## src/rtl/mac_pkg.sv

```systemverilog
// Shared types and constants for the MAC job driver.
package mac_pkg;

    localparam int unsigned DATA_W = 16;

    localparam logic MODE_INT8 = 1'b0;
    localparam logic MODE_FP16 = 1'b1;

    typedef enum logic [2:0] {
        StIdle,
        StCfg,
        StStream,
        StDrain,
        StRead,
        StResp
    } state_e;

endpackage

```

## src/rtl/mac_job_driver.sv

```systemverilog
// Drives one MAC through cfg / stream / drain / read for a host job and returns the result.
// Optional stall timeout in STREAM is enabled by defining MAC_DRV_TIMEOUT_EN.
module mac_job_driver
    import mac_pkg::*;
#(
    parameter int unsigned LEN_W       = 8,
    parameter int unsigned DRAIN_CYC   = 1,
    parameter int unsigned TIMEOUT_CYC = 255
) (
    input  logic              clk,
    input  logic              rst_n,
    input  logic              job_start,
    input  logic              job_mode,
    input  logic [LEN_W-1:0]  job_len,
    output logic              busy,
    output logic              job_err,
    input  logic              op_valid,
    output logic              op_ready,
    input  logic [DATA_W-1:0] op_a,
    input  logic [DATA_W-1:0] op_b,
    output logic              mac_cfg,
    output logic              mac_mode,
    output logic              mac_enable,
    output logic              mac_valid,
    output logic              mac_read,
    output logic [DATA_W-1:0] mac_a,
    output logic [DATA_W-1:0] mac_b,
    input  logic [DATA_W-1:0] mac_out,
    input  logic              mac_error,
    output logic              res_valid,
    input  logic              res_ready,
    output logic [DATA_W-1:0] res_data,
    output logic              res_error
);

    localparam int unsigned DrainW = (DRAIN_CYC > 2) ? $clog2(DRAIN_CYC) : 1;
    localparam logic [DrainW-1:0] DrainLast = DrainW'(DRAIN_CYC - 1);

    state_e              state_q, state_d;
    logic                mode_q, mode_d;
    logic [LEN_W-1:0]    cnt_q, cnt_d;
    logic [DrainW-1:0]   drain_q, drain_d;
    logic [DATA_W-1:0]   res_data_q, res_data_d;
    logic                res_error_q, res_error_d;
    logic                job_err_q, job_err_d;
    logic                beat;
    logic                timeout;

    // op_ready is constant 1 in STREAM, so op_valid alone marks an accepted beat.
    assign beat = (state_q == StStream) && op_valid;

`ifdef MAC_DRV_TIMEOUT_EN
    localparam int unsigned TmoW = $clog2(TIMEOUT_CYC + 1);

    logic [TmoW-1:0] stall_q, stall_d;
    logic            stalling;

    assign stalling = (state_q == StStream) && !op_valid;
    assign timeout  = stalling && (stall_q == TmoW'(TIMEOUT_CYC - 1));

    always_comb begin
        stall_d = '0;
        if (stalling) begin
            stall_d = stall_q + 1'b1;
        end
    end

    always_ff @(posedge clk or negedge rst_n) begin
        if (!rst_n) begin
            stall_q <= '0;
        end else begin
            stall_q <= stall_d;
        end
    end
`else
    logic [31:0] timeout_cyc_unused;

    assign timeout            = 1'b0;
    assign timeout_cyc_unused = TIMEOUT_CYC;
`endif

    always_ff @(posedge clk or negedge rst_n) begin
        if (!rst_n) begin
            state_q <= StIdle;
        end else begin
            state_q <= state_d;
        end
    end

    always_comb begin
        state_d = state_q;
        unique case (state_q)
            StIdle: begin
                if (job_start && (job_len != '0)) begin
                    state_d = StCfg;
                end
            end
            StCfg: state_d = StStream;
            StStream: begin
                if (beat && (cnt_q == LEN_W'(1))) begin
                    state_d = (DRAIN_CYC == 0) ? StRead : StDrain;
                end else if (timeout) begin
                    state_d = StResp;
                end
            end
            StDrain: begin
                if (drain_q == DrainLast) begin
                    state_d = StRead;
                end
            end
            StRead: state_d = StResp;
            StResp: begin
                if (res_ready) begin
                    state_d = StIdle;
                end
            end
            default: state_d = StIdle;
        endcase
    end

    always_comb begin
        mode_d      = mode_q;
        cnt_d       = cnt_q;
        res_data_d  = res_data_q;
        res_error_d = res_error_q;
        job_err_d   = 1'b0;
        drain_d     = (state_q == StDrain) ? drain_q + 1'b1 : '0;

        if ((state_q == StIdle) && job_start) begin
            if (job_len == '0) begin
                job_err_d = 1'b1;
            end else begin
                mode_d = job_mode;
                cnt_d  = job_len;
            end
        end
        if (beat) begin
            cnt_d = cnt_q - 1'b1;
        end
        if (state_q == StRead) begin
            res_data_d  = mac_out;
            res_error_d = mac_error;
        end
        // A timed-out job reports an error result without ever reading the MAC.
        if (timeout) begin
            job_err_d   = 1'b1;
            res_data_d  = '0;
            res_error_d = 1'b1;
        end
    end

    always_ff @(posedge clk or negedge rst_n) begin
        if (!rst_n) begin
            mode_q      <= MODE_INT8;
            cnt_q       <= '0;
            drain_q     <= '0;
            res_data_q  <= '0;
            res_error_q <= 1'b0;
            job_err_q   <= 1'b0;
        end else begin
            mode_q      <= mode_d;
            cnt_q       <= cnt_d;
            drain_q     <= drain_d;
            res_data_q  <= res_data_d;
            res_error_q <= res_error_d;
            job_err_q   <= job_err_d;
        end
    end

    always_comb begin
        busy       = 1'b0;
        op_ready   = 1'b0;
        mac_cfg    = 1'b0;
        mac_enable = 1'b0;
        mac_valid  = 1'b0;
        mac_read   = 1'b0;
        mac_a      = '0;
        mac_b      = '0;
        res_valid  = 1'b0;
        unique case (state_q)
            StIdle: ;
            StCfg: begin
                busy    = 1'b1;
                mac_cfg = 1'b1;
            end
            StStream: begin
                busy       = 1'b1;
                op_ready   = 1'b1;
                mac_enable = 1'b1;
                mac_valid  = op_valid;
                mac_a      = op_a;
                mac_b      = op_b;
            end
            StDrain: begin
                busy       = 1'b1;
                mac_enable = 1'b1;
            end
            StRead: begin
                busy       = 1'b1;
                mac_enable = 1'b1;
                mac_read   = 1'b1;
            end
            StResp: begin
                busy      = 1'b1;
                res_valid = 1'b1;
            end
            default: ;
        endcase
    end

    assign mac_mode  = mode_q;
    assign job_err   = job_err_q;
    assign res_data  = res_data_q;
    assign res_error = res_error_q;

endmodule

```

## config.mk

```make
export PLATFORM = sky130hd
export DESIGN_NAME = mac_job_driver
export DESIGN_NICKNAME = d
export VERILOG_FILES = /design/src/rtl/mac_pkg.sv /design/src/rtl/mac_job_driver.sv
export SDC_FILE = /design/constraint.sdc
export NUM_CORES = 1
export LEC_CHECK = 0
export BUFFER_PORTS_ARGS = -buffer_cell sky130_fd_sc_hd__buf_2
export CAP_MARGIN = 20
export CORE_UTILIZATION = 41
export DETAILED_ROUTE_END_ITERATION = 8
export PLACE_DENSITY = 0.8
export SLEW_MARGIN = 20
export SYNTH_ARGS = -nofsm -noshare
export SYNTH_HDL_FRONTEND = slang
export SYNTH_SLANG_ARGS = --single-unit
```

## constraint.sdc

```tcl
create_clock -name clk -period 2.25 [get_ports clk]
set_input_delay 0.225 -clock clk [delete_from_list [all_inputs] [get_ports clk]]
set_output_delay 0.225 -clock clk [all_outputs]
set_load 0.02 [all_outputs]
```

==> impl_metrics.env <==
export IMPL_final_core_util=0.6147
export IMPL_ys_ff_latch=31
export IMPL_rr_endpoint="cnt_q[5]"
export IMPL_nets=346
export IMPL_crit_family="flip-flops"
export IMPL_cts_resized=0
export IMPL_synthFlopType="dfrtp_1"
export IMPL_report_final_setup_viol=0
export IMPL_relSlewSlack=0.5357
export IMPL_drt_iter0_markers=57
export IMPL_vias=1564
export IMPL_synth_cell_area_sq_um=1695
export IMPL_cap_viol_max_count=0
export IMPL_finalClockSkew_ns=0.01200
export IMPL_clock_fmax_mhz=511.8
export IMPL_start_util=0.4269
export IMPL_hp_start="job_mode"
export IMPL_synth_edf_count=0
export IMPL_synth_nets=225
export IMPL_tightestPinTransition_ns=0.6900
export IMPL_powerDensity_nw_per_um2=1364
export IMPL_n_antenna_cell=0
export IMPL_grt_pass1_vias=1389
export IMPL_detail_route_antenna_nets=0
export IMPL_crit_start="state_q[1]"
export IMPL_final_cells=332
export IMPL_crit_arrival_ns=1.73
export IMPL_gr_total_overflow=0
export IMPL_finalWirelength_mm=3.705
export IMPL_ys_top_cells_by_area="dfrtp_1, mux2_2, and2_1"
export IMPL_hold_path_cell_count=2
export IMPL_place_gp_congestion=0.8381
export IMPL_required_ns=2.03
export IMPL_dieArea_sq_um=4396
export IMPL_cp_start_kind="register"
export IMPL_ys_types=38
export IMPL_die_h_um=66.31
export IMPL_critPathBufInv=2
export IMPL_grt_setup_unrepaired="no"
export IMPL_io_pins=121
export IMPL_synth_fa_ha_area_frac=0.01476
export IMPL_grt_pass1_wl_mm=5.837
export IMPL_h_tree_depth=2
export IMPL_ys_async_sr_fraction=1.000
export IMPL_crit_fanout=33
export IMPL_syn_instance_count=160
export IMPL_clock_sink_count=31
export IMPL_cp_slowest_stage_delay_ns=0.58
export IMPL_dp_hpwl_mm=2.886
export IMPL_area_growth_pct=43.99
export IMPL_syn_avg_cell_area_sq_um=10.60
export IMPL_yosys_area_top_type="dfrtp_1"
export IMPL_synth_top_area_share=0.4576
export IMPL_num_rows=23
export IMPL_synth_common_cells="and2_1, dfrtp_1, mux2_2, a21oi_1, nor2_1"
export IMPL_clk_pin_slew_worst_paths_ns=0.07
export IMPL_coreArea_sq_um=3971
export IMPL_hp_class="in -> reg"
export IMPL_worstSkewPairLatency_ns=0.28
export IMPL_yosys_warnings=0
export IMPL_drive_above_1_share=0.5532
export IMPL_use_met3=0.03448
export IMPL_leakagePower_nw=1.276
export IMPL_use_met1=0.2153
export IMPL_fillers=341
export IMPL_grt_max_degree=34
export IMPL_antenna_found_initial=0
export IMPL_wire_per_inst_um=11.16
export IMPL_first_pass_iters=6
export IMPL_status="completed"
export IMPL_clock_path_buffers=2
export IMPL_synth_compound_gate_area_share=0.1137
export IMPL_busiest_layer="met2"
export IMPL_yosysSeqAreaShare=0.4576
export IMPL_vias_per_cell=4.711
export IMPL_cts_tree="built"
export IMPL_r2r_start="state_q[0]"
export IMPL_grt_usage=0.1751
export IMPL_synth_xor_area_frac=0
export IMPL_die_w_um=66.31
export IMPL_met2_usage=0.2908
export IMPL_endpoint_kind="primary output"
export IMPL_root_buffer="clkbuf_8"
export IMPL_min_period_ns=1.954
export IMPL_reg2reg_slack_ns=0.40
export IMPL_vdd_drop_max_mv=0.6592
export IMPL_io_buffers=120
export IMPL_synth_top_family_by_area="simple AND/OR/NAND/NOR gates"
export IMPL_final_hold_violation_count=0
export IMPL_holdPathEnd="mac_mode"
export IMPL_cts_setup_buffers=0
export IMPL_maxSlewViolCount=0
export IMPL_dpl_cell_count=323
export IMPL_synthSimpleGateAreaFrac=0.2509
export IMPL_synth_area_mux_share=0.1196
export IMPL_synthMostInstantiatedCell="and2_1"
export IMPL_r2r_cells=4
export IMPL_power_total_mw=3.330
export IMPL_fin_crit_sh=0.8685
export IMPL_cts_buffers=5
export IMPL_path_class="reg -> out"
export IMPL_setup_tns_ns=0
export IMPL_route_detailed_drc=0
export IMPL_crit_slowest_cell="dfrtp_1"
export IMPL_crit_chain="nand2b_1 > nor2_1 > buf_4 > and2_1 > buf_2"
-- how the worst max path moves through the flow --
| stage | endpoint | slack [ns] | cells after the start |
|---|---|---|---|
| 2_1_floorplan | res_data[10] | 0.46 | 5 |
| 3_3_place_gp | cnt_q[5] | 0.44 | 4 |
| 3_5_place_dp | cnt_q[5] | 0.41 | 4 |
| 4_1_cts | mac_a[15] | 0.30 | 5 |
| 5_1_grt | mac_b[7] | 0.12 | 5 |
| 6_report | mac_a[15] | 0.30 | 5 |
-- report_power, final --
group,switching (mW),internal (mW),leakage (nW),total [mW]
sequential,0.236,0.825,0.372,1.06
combinational,0.997,0.740,0.846,1.74
clock,0.202,0.329,0.0581,0.531
-- placed cells by master, fill, tap and decap left out, types with 2 or more instances in the layout --
cell type	instances
a211oi_1	2
a21oi_1	8
and2_1	32
buf_2	120
buf_4	2
clkbuf_8	5
dfrtp_1	31
ha_1	2
inv_1	4
mux2_2	18
nand2_1	4
nand2b_1	2
nand3_1	4
nand4_1	2
nor2_1	6
nor3_1	5
nor4_1	4
o211ai_1	2
o21ai_0	5
o21ba_2	2
or4_1	2
-- state kept, by name (all words and copies together), names as in the netlist --
register	flops
cnt_q	8
drain_q	1
job_err	1
mac_mode	1
res_data	16
res_error	1
state_q	3
-- cells by family (layout without fill, tap and decap cells) --
group                      count (synthesis)  count (layout)
muxes                                     18              18
AOI/OAI and AO/OA                         28              28
buffers and inverters                     14             136
and+or+nand+nor                           67              67
adders and majority gates                  2               2
DFF                                       31              31
-- metal layers --
layer | share of wire | up-vias
li1 | - | 810
met1 | 0.45 | 674
met2 | 0.46 | 75
met3 | 0.076 | 5
met4 | 0.013 | 0
met5 | 0 | -
-- cell type report --
class / count / area, sq um / share of cell area
Inverter: 5 / 18.77 / 0.007688
Clock inverter: 3 / 43.79 / 0.01794
Tap cell: 50 / 62.56 / 0.02563
Sequential cell: 31 / 775.7 / 0.3178
Timing Repair Buffer: 123 / 625.6 / 0.2563
Multi-Input combinational cell: 115 / 845.8 / 0.3465
Clock buffer: 5 / 68.82 / 0.02819
-- what timing repair did --
item,CTS,global route
endpoints found under the hold margin,8,0
hold buffers,1,0
endpoints found under the setup margin,0,0
-- through the flow --
| stage | hold WS, ns | area, sq um | setup slack (ns) |
|---|---|---|---|
| after global placement | 0.2897 | 2318 | 0.4362 |
| final | 0.1750 | 2441 | 0.2960 |
| after detailed placement | 0.2999 | 2318 | 0.4091 |
| after floorplan | -0.07059 | 1695 | 0.4579 |
| after CTS | 0.1683 | 2441 | 0.2974 |
| after global routing | 0.1733 | 2441 | 0.1161 |
(Power assumes the default switching activity.)
